==> config.mk <==
export PLATFORM = sky130hd
export DESIGN_NAME = freq_meter_flat
export DESIGN_NICKNAME = d
export VERILOG_FILES = /design/src/rtl/freq_meter_if.sv /design/src/rtl/freq_meter.sv /design/src/flat_wrapper.sv
export SDC_FILE = /design/constraint.sdc
export NUM_CORES = 1
export LEC_CHECK = 0
export ABC_AREA = 1
export CAP_MARGIN = 15
export CORE_MARGIN = 2
export CORE_UTILIZATION = 25
export CTS_BUF_LIST = sky130_fd_sc_hd__clkbuf_16
export CTS_CLUSTER_SIZE = 16
export DETAILED_ROUTE_END_ITERATION = 12
export PLACE_DENSITY = 0.5
export REMOVE_ABC_BUFFERS = 1
export SLEW_MARGIN = 20
export SYNTH_ARGS = -nofsm -noshare
export SYNTH_HDL_FRONTEND = slang
export SYNTH_SLANG_ARGS = --single-unit
export TNS_END_PERCENT = 50
==> constraint.sdc <==
create_clock -name in_clk -period 2.28 [get_ports in_clk]
set_input_delay 0.57 -clock in_clk [delete_from_list [all_inputs] [get_ports in_clk]]
set_output_delay 0.57 -clock in_clk [all_outputs]
set_load 0.02 [all_outputs]
==> src/rtl/freq_meter_if.sv <==
// Measurement bus of freq_meter: signal under test, start request and the result/status outputs.
interface freq_meter_if #(
   parameter int CNT_W = 32
);
   logic             sig_in;
   logic             start;
   logic             busy;
   logic             valid;
   logic             ovf;
   logic [CNT_W-1:0] freq_out;

   modport master (
      output sig_in, start,
      input  busy, valid, ovf, freq_out
   );

   modport slave (
      input  sig_in, start,
      output busy, valid, ovf, freq_out
   );
endinterface

==> src/rtl/freq_meter.sv <==
// Counts rising edges of an asynchronous sig_in over a window of GATE_CYCLES in_clk cycles.
// Define FREQ_METER_CONTINUOUS_EN for back-to-back windows without start requests.
module freq_meter #(
   parameter int GATE_CYCLES = 100000000,
   parameter int CNT_W       = 32,
   parameter int SYNC_STAGES = 2
) (
   input logic          in_clk,
   input logic          rst_n,
   freq_meter_if.slave  bus
);
   localparam int              GW        = $clog2(GATE_CYCLES + 1);
   localparam logic [GW-1:0]   GATE_LAST = GW'(GATE_CYCLES - 1);
   localparam logic [CNT_W-1:0] CNT_MAX  = '1;

   typedef enum logic [1:0] {IDLE, MEASURE, DONE} state_t;

   state_t                 state_reg;
   logic [SYNC_STAGES-1:0] sync_reg;
   logic                   hist_reg;
   logic [GW-1:0]          gate_cnt_reg;
   logic [CNT_W-1:0]       edge_cnt_reg;
   logic                   sat_reg;
   logic                   busy_reg;
   logic                   valid_reg;
   logic                   ovf_reg;
   logic [CNT_W-1:0]       freq_reg;

   logic                   edge_pulse;
   logic                   launch;
   logic [CNT_W-1:0]       cnt_next;
   logic                   sat_next;

   always_ff @(posedge in_clk or negedge rst_n) begin
      if (!rst_n) begin
         sync_reg <= '0;
         hist_reg <= 1'b0;
      end else begin
         sync_reg <= {sync_reg[SYNC_STAGES-2:0], bus.sig_in};
         hist_reg <= sync_reg[SYNC_STAGES-1];
      end
   end

   assign edge_pulse = sync_reg[SYNC_STAGES-1] & ~hist_reg;

`ifdef FREQ_METER_CONTINUOUS_EN
   assign launch = 1'b1;
`else
   assign launch = bus.start;
`endif

   // Count including the current cycle's edge, so the last window cycle is not lost.
   always_comb begin
      cnt_next = edge_cnt_reg;
      sat_next = sat_reg;
      if (edge_pulse) begin
         if (edge_cnt_reg == CNT_MAX) begin
            sat_next = 1'b1;
         end else begin
            cnt_next = edge_cnt_reg + CNT_W'(1);
         end
      end
   end

   always_ff @(posedge in_clk or negedge rst_n) begin
      if (!rst_n) begin
         state_reg    <= IDLE;
         gate_cnt_reg <= '0;
         edge_cnt_reg <= '0;
         sat_reg      <= 1'b0;
         busy_reg     <= 1'b0;
         valid_reg    <= 1'b0;
         ovf_reg      <= 1'b0;
         freq_reg     <= '0;
      end else begin
         valid_reg <= 1'b0;
         case (state_reg)
            IDLE: begin
               if (launch) begin
                  state_reg    <= MEASURE;
                  busy_reg     <= 1'b1;
                  gate_cnt_reg <= '0;
                  edge_cnt_reg <= '0;
                  sat_reg      <= 1'b0;
               end
            end
            MEASURE: begin
               if (gate_cnt_reg == GATE_LAST) begin
                  freq_reg  <= cnt_next;
                  ovf_reg   <= sat_next;
                  valid_reg <= 1'b1;
`ifdef FREQ_METER_CONTINUOUS_EN
                  // Roll straight into the next window; result shows in its first cycle.
                  gate_cnt_reg <= '0;
                  edge_cnt_reg <= '0;
                  sat_reg      <= 1'b0;
`else
                  state_reg    <= DONE;
                  busy_reg     <= 1'b0;
                  gate_cnt_reg <= gate_cnt_reg + GW'(1);
                  edge_cnt_reg <= cnt_next;
                  sat_reg      <= sat_next;
`endif
               end else begin
                  gate_cnt_reg <= gate_cnt_reg + GW'(1);
                  edge_cnt_reg <= cnt_next;
                  sat_reg      <= sat_next;
               end
            end
            DONE: begin
               state_reg <= IDLE;
            end
            default: begin
               state_reg <= IDLE;
               busy_reg  <= 1'b0;
            end
         endcase
      end
   end

   assign bus.busy     = busy_reg;
   assign bus.valid    = valid_reg;
   assign bus.ovf      = ovf_reg;
   assign bus.freq_out = freq_reg;
endmodule

==> src/flat_wrapper.sv <==
// flat-port wrapper written by rule: the top's interface ports become plain ports
module freq_meter_flat 
#(
   parameter int GATE_CYCLES = 100000000,
   parameter int CNT_W       = 32,
   parameter int SYNC_STAGES = 2
)
  (in_clk, rst_n, bus_sig_in, bus_start, bus_busy, bus_valid, bus_ovf, bus_freq_out);
  freq_meter_if #(.CNT_W(CNT_W)) bus_i ();
  input logic in_clk;
  input logic rst_n;
  input wire logic [$bits(bus_i.sig_in)-1:0] bus_sig_in;
  input wire logic [$bits(bus_i.start)-1:0] bus_start;
  output wire logic [$bits(bus_i.busy)-1:0] bus_busy;
  output wire logic [$bits(bus_i.valid)-1:0] bus_valid;
  output wire logic [$bits(bus_i.ovf)-1:0] bus_ovf;
  output wire logic [$bits(bus_i.freq_out)-1:0] bus_freq_out;
  assign bus_i.sig_in = bus_sig_in;
  assign bus_i.start = bus_start;
  assign bus_busy = bus_i.busy;
  assign bus_valid = bus_i.valid;
  assign bus_ovf = bus_i.ovf;
  assign bus_freq_out = bus_i.freq_out;
  freq_meter #(.GATE_CYCLES(GATE_CYCLES), .CNT_W(CNT_W), .SYNC_STAGES(SYNC_STAGES)) u_core (.in_clk(in_clk), .rst_n(rst_n), .bus(bus_i));
endmodule
### Yosys cells after proc, flatten, opt, wreduce, memory -nomap -nowiden

Index checks and enable logic that the tools add are counted.

| storage, ports and cells | value |
|---|---|
| register bits after elaboration | 100 |
| bits in latches | 0 |
| RAM bits | 0 |
| bits in read-only memories | 0 |
| input bits | 4 |
| memories kept | 0 |

| cells by class | value |
|---|---|
| add/subtract/negate cells | 2 |
| $mul | 0 |
| div/mod/pow operators | 0 |
| $lt $le $gt $ge | 0 |
| equality and inequality tests | 6 |
| shift-type cells | 0 |
| mux-type cells | 18 |
| bitwise gates (word level) | 3 |
| reduce and logical (&&, ||, !) cells | 6 |

Operator list:

| cell | count |
|---|---|
| two-way mux 32 bit | 3 |
| case mux 32 bit (2 select lines) | 1 |
| case mux 27 bit (2 select lines) | 1 |
| adder 32 x 1 -> 32 bit (second input constant) | 1 |
| equality test 32 bit (second input constant) | 1 |
| adder 27 x 1 -> 27 bit (second input constant) | 1 |
| equality test 27 bit (second input constant) | 1 |
| two-way mux 27 bit | 1 |
| two-way mux 1 bit | 7 |
| AND reduction 2 bit | 3 |
| two-way mux 2 bit | 2 |
| case mux 2 bit (2 select lines) | 1 |
| case mux 1 bit (3 select lines) | 1 |
| AND reduction 3 bit | 1 |
| equality test 2 x 1 -> 1 bit (second input constant) | 1 |
| equality test 2 bit (second input constant) | 1 |
| zero test 2 bit | 1 |
| != test 2 x 1 -> 1 bit (second input constant) | 1 |
| != test 2 bit (second input constant) | 1 |
| inverter 1 bit | 2 |
| case mux 1 bit (2 select lines) | 1 |
| nonzero test 2 bit | 1 |
| bitwise AND 1 bit | 1 |

### Longest topological paths before layout

Gate-level depths: netlist of the first run.

| logic depth | value |
|---|---|
| depth after elaboration | 4 |
| depth in mapped cells | 12 |
| gate-level depth less buffers | 12 |

### Worst setup path before layout of the first run

Ideal clock, no wire load.

| timing path | value |
|---|---|
| kind | register to register |
| from | register u_core.edge_cnt_reg[0] |
| to | register u_core.edge_cnt_reg[18] |
| data arrival time | 1550 ps |
| required time | 2162 ps |
| slack | 612 ps |
| cell stages (with the launch flop) | 12 |
| path buffers | 1 |
| clock period less this slack | 1668 ps |
| cells stage by stage | dfrtp_1 ha_1 nand2_2 nor2_4 nand2_4 nor2_8 nand3_4 buf_6 nand3_1 nand2_1 nand3_1 nand2_1 |

| on the way | value |
|---|---|
| word-level cells in the longest chain between the ends | 4 |
| elaborated cells on any way between the ends | 5 |

RTL lines:

| what | RTL line | RTL |
|---|---|---|
| start: declaration | freq_meter.sv:22 | `logic [CNT_W-1:0] edge_cnt_reg;` |
| start signal: assignment | freq_meter.sv:101 | `edge_cnt_reg <= cnt_next;` |
| start signal: assignment | freq_meter.sv:106 | `edge_cnt_reg <= cnt_next;` |
| adder 32 x 1 -> 32 bit / equality test 32 bit (equally long branches) | freq_meter.sv:60, freq_meter.sv:57 |  |
| two-way mux 32 bit (*) | freq_meter.sv:57 | `if (edge_cnt_reg == CNT_MAX) begin` |
| two-way mux 32 bit (*) | freq_meter.sv:56 | `if (edge_pulse) begin` |
| case mux 32 bit (2 select lines) (*) | freq_meter.sv:77 | `case (state_reg)` |

Every way passes the cells marked *; elsewhere a longest branch is shown, timed or not.
A chain may end at the register's enable or synchronous reset.

### Final worst setup path of the first run

| timing path | value |
|---|---|
| from | register u_core.edge_cnt_reg[0] |
| to | register u_core.edge_cnt_reg[1] |

The elaborated chain is that of the path after synthesis.

==> metrics.cfg, run 1 <==
[logic_synthesis]
async_flop_share_pct=100
synth.distinct_cells=33
synth_warnings=0
netlist_area_um2=5790
synth-seq-cells=100
ys_seq_area_share_pct=43.2
synthAdderAreaFrac_pct=0.432
synth_top_family_by_area=simple AND/OR/NAND/NOR gates
synth-xor-area-share_pct=0.908
synth_edf_count=0
yosys.area_share.simple_pct=42.6
synth_cells=831
synth_mux_area_share_pct=0
synth_ff_type=dfrtp_1
synth.avg_cell_area_um2=6.97
synth_compound_gate_area_share_pct=5.16

[setup_path]
crit_path_max_fanout=16
cp-startpoint=u_core.edge_cnt_reg[0]$_DFFE_PN0P_
critical_path_class=register to register
arrival_ns=2.28
endpoint_kind=register
required_ns=2.57
r2r-end=u_core.edge_cnt_reg[1]$_DFFE_PN0P_
ff2ff_path_depth=11
setup.worst_path.end=u_core.edge_cnt_reg[1]$_DFFE_PN0P_
r2r-start=u_core.edge_cnt_reg[0]$_DFFE_PN0P_
worst-r2r-setup-slack_ns=0.29
worstSetupStartpointType=register

[clock_tree]
ctsHoldBuffers=0
cts.repair.resized=0
clockBufferDepth=2
clkTransAtPathRegs_ns=0.07
cts_root_buf=clkbuf_16
cts.sinks=100
clock_latency_ns=0.35
htree_levels=3
numCtsBuffers=9
cts_setup_buffers=0
cts_tree=yes

[timing]
rsz0062_at_grt=false
fin_crit_sh_pct=87.3
hold_ws_ns=0.279
timing.setup.tns_ns=0
report.final.setup_viol=0
tightest_slew_ns=0.568
clock.fmax_ghz=0.502
maxSlewViolCount=0
slew_headroom_pct=62.2
hold_viol=0
fin_crit_ns=1.99
clock-skew-final_ns=0.0112

[finish]
diodes=0
finish.utilization_pct=29.9
multi_input_area_um2=2850
regArea_um2=2500
area_growth_syn_to_layout_pct=17.4
instances_no_fill=1164
fin_nets=880
drive_gt1_share_pct=7.28
final.fill_count=2512

[power]
total_power_mw=4.00
ir_drop_uv=315
power.leakage_nw=3.52
power_density_nw_per_um2=588

[floorplanning]
initial_utilization_pct=25.5
ios=39
fp-row-count=55
core_area_um2=22700
fp.dieW_um=156
die_area_um2=24400
die_h_um=156

[route]
drt_wl_total_um=15200
antenna_left=0
drc_errors=0
avgViaCountPerCell=4.47
drt_first_pass_iters=5
vias=5204
drtIter0Drc=347
routedWlPerCell_um=13.1

[placement]
io_buffers=38
place_inst=1148
post-dp-hpwl_um=10800
gp_congestion=0.879

[grt]
antenna_found_initial=0
grt_max_degree=101
grt_pass1_wl_um=26000
grt_pass1_vias=5057
grt_usage_pct=13.3
grt.overflow.total=0

[flow_run]
drv_cap=0

[worst_hold_path]
hp-class=input pin to asynchronous set/reset pin

[status]
status=complete, no violations

where the power goes:
| group | switching (mW) | internal, mW | leakage, nW | total [mW] |
|---|---|---|---|---|
| Clock | 0.688 | 0.726 | 0.133 | 1.41 |
| Combinational | 0.417 | 0.197 | 2.20 | 0.615 |
| Sequential | 0.114 | 1.85 | 1.19 | 1.97 |
| Total | 1.22 | 2.78 | 3.52 | 4.00 |
how the worst min path moves through the flow:
stage,from,end,slack [ns],cells after the start
global route,rst_n,u_core.bus.valid$_DFF_PN0_,0.33,2
floorplan,rst_n,u_core.bus.busy$_DFFE_PN0P_,0.27,0
global placement,u_core.sync_reg[1]$_DFF_PN0_,u_core.hist_reg$_DFF_PN0_,0.36,0
detailed placement,u_core.sync_reg[1]$_DFF_PN0_,u_core.hist_reg$_DFF_PN0_,0.38,0
finish,rst_n,u_core.bus.valid$_DFF_PN0_,0.28,2
CTS,rst_n,u_core.bus.valid$_DFF_PN0_,0.30,2
layout make-up:
cell class                 count  area share [%]
clock buffer                   9            3.31
inverter                      84            4.64
timing repair buffer          53            7.58
multi-input combinational    626            41.9
sequential                   100            36.8
clock inverter                 7           0.534
tap                          285            5.25
cell families (layout without fill, tap and decap cells):
group           Yosys count  in the layout
buf+inv                 105            153
xor+xnor                  6              6
fa+ha+maj                 2              2
compound gates           55             55
flops                   100            100
simple gates            563            563
layout by cell type, fill, tap and decap left out, drive strengths merged:
cell type | netlist | final
nor3 | 19 | 19
clkbuf | 3 | 9
clkinv | 0 | 4
o22ai | 3 | 3
a22oi | 1 | 1
nor2 | 77 | 77
buf | 18 | 16
nand4 | 16 | 16
inv | 84 | 86
clkinvlp | 0 | 1
dfrtp | 100 | 100
xor2 | 6 | 6
ha | 2 | 2
o21ai | 38 | 38
nand2 | 354 | 354
o21a | 1 | 1
a21o | 1 | 1
nand3b | 4 | 4
nand3 | 93 | 93
a32o | 1 | 1
a21oi | 10 | 10
clkdlybuf4s50 | 0 | 37
metal layers:
| layer | vias to the layer above | part of all wire (%) | global-route usage, % |
|---|---|---|---|
| li1 | 2713 | - | - |
| met5 | - | 0 | 0 |
| met1 | 2395 | 49 | 18.0 |
| met3 | 10 | 3.1 | 2.47 |
| met2 | 86 | 47 | 22.0 |
| met4 | 0 | 0.99 | 3.45 |
cell usage after synthesis (2+ instances only):
master | instances | share of area, %
nand2_1 | 345 | 22
dfrtp_1 | 100 | 43
nand3_1 | 87 | 7.5
inv_1 | 80 | 5.2
nor2_1 | 64 | 4.1
o21ai_0 | 30 | 2.6
nor3_1 | 17 | 1.5
nand4_1 | 16 | 1.7
a21oi_1 | 10 | 0.86
buf_2 | 9 | 0.78
nand2_2 | 7 | 0.76
nor2_2 | 7 | 0.76
o21ai_1 | 6 | 0.52
xor2_1 | 6 | 0.91
nand3_2 | 5 | 0.86
buf_4 | 4 | 0.52
inv_2 | 4 | 0.26
nand3b_1 | 4 | 0.52
nor2_4 | 4 | 0.78
buf_6 | 3 | 0.58
clkbuf_1 | 3 | 0.19
o22ai_1 | 3 | 0.32
buf_1 | 2 | 0.13
ha_1 | 2 | 0.43
nand2_4 | 2 | 0.39
nor2_8 | 2 | 0.69
nor3_2 | 2 | 0.35
o21ai_2 | 2 | 0.30
critical path: stages, from the launching register on:
cell and delay [ns]:
dfrtp_1 0.44, ha_1 0.30, nand2_2 0.11, nor2_4 0.16
nand2_4 0.09, nor2_8 0.15, nand3_4 0.21, nand2_1 0.18
inv_1 0.07, nand2_1 0.07, nand3_1 0.07, nand2_1 0.07
through the flow:
step / area, um^2 / setup slack [ns]
final: 6800 / 0.289
after global routing: 6800 / 0.0761
after CTS: 6800 / 0.268
after detailed placement: 6540 / 0.295
after global placement: 6540 / 0.312
after floorplan: 5660 / -0.0616
Note: power is estimated with default switching activity, not from simulation.
==> inputs of run 2 (changes only) <==
TNS_END_PERCENT = 10   (was 50)
==> results of run 2 <==
Final layout, timing and power as in run 1 (identical DEF).
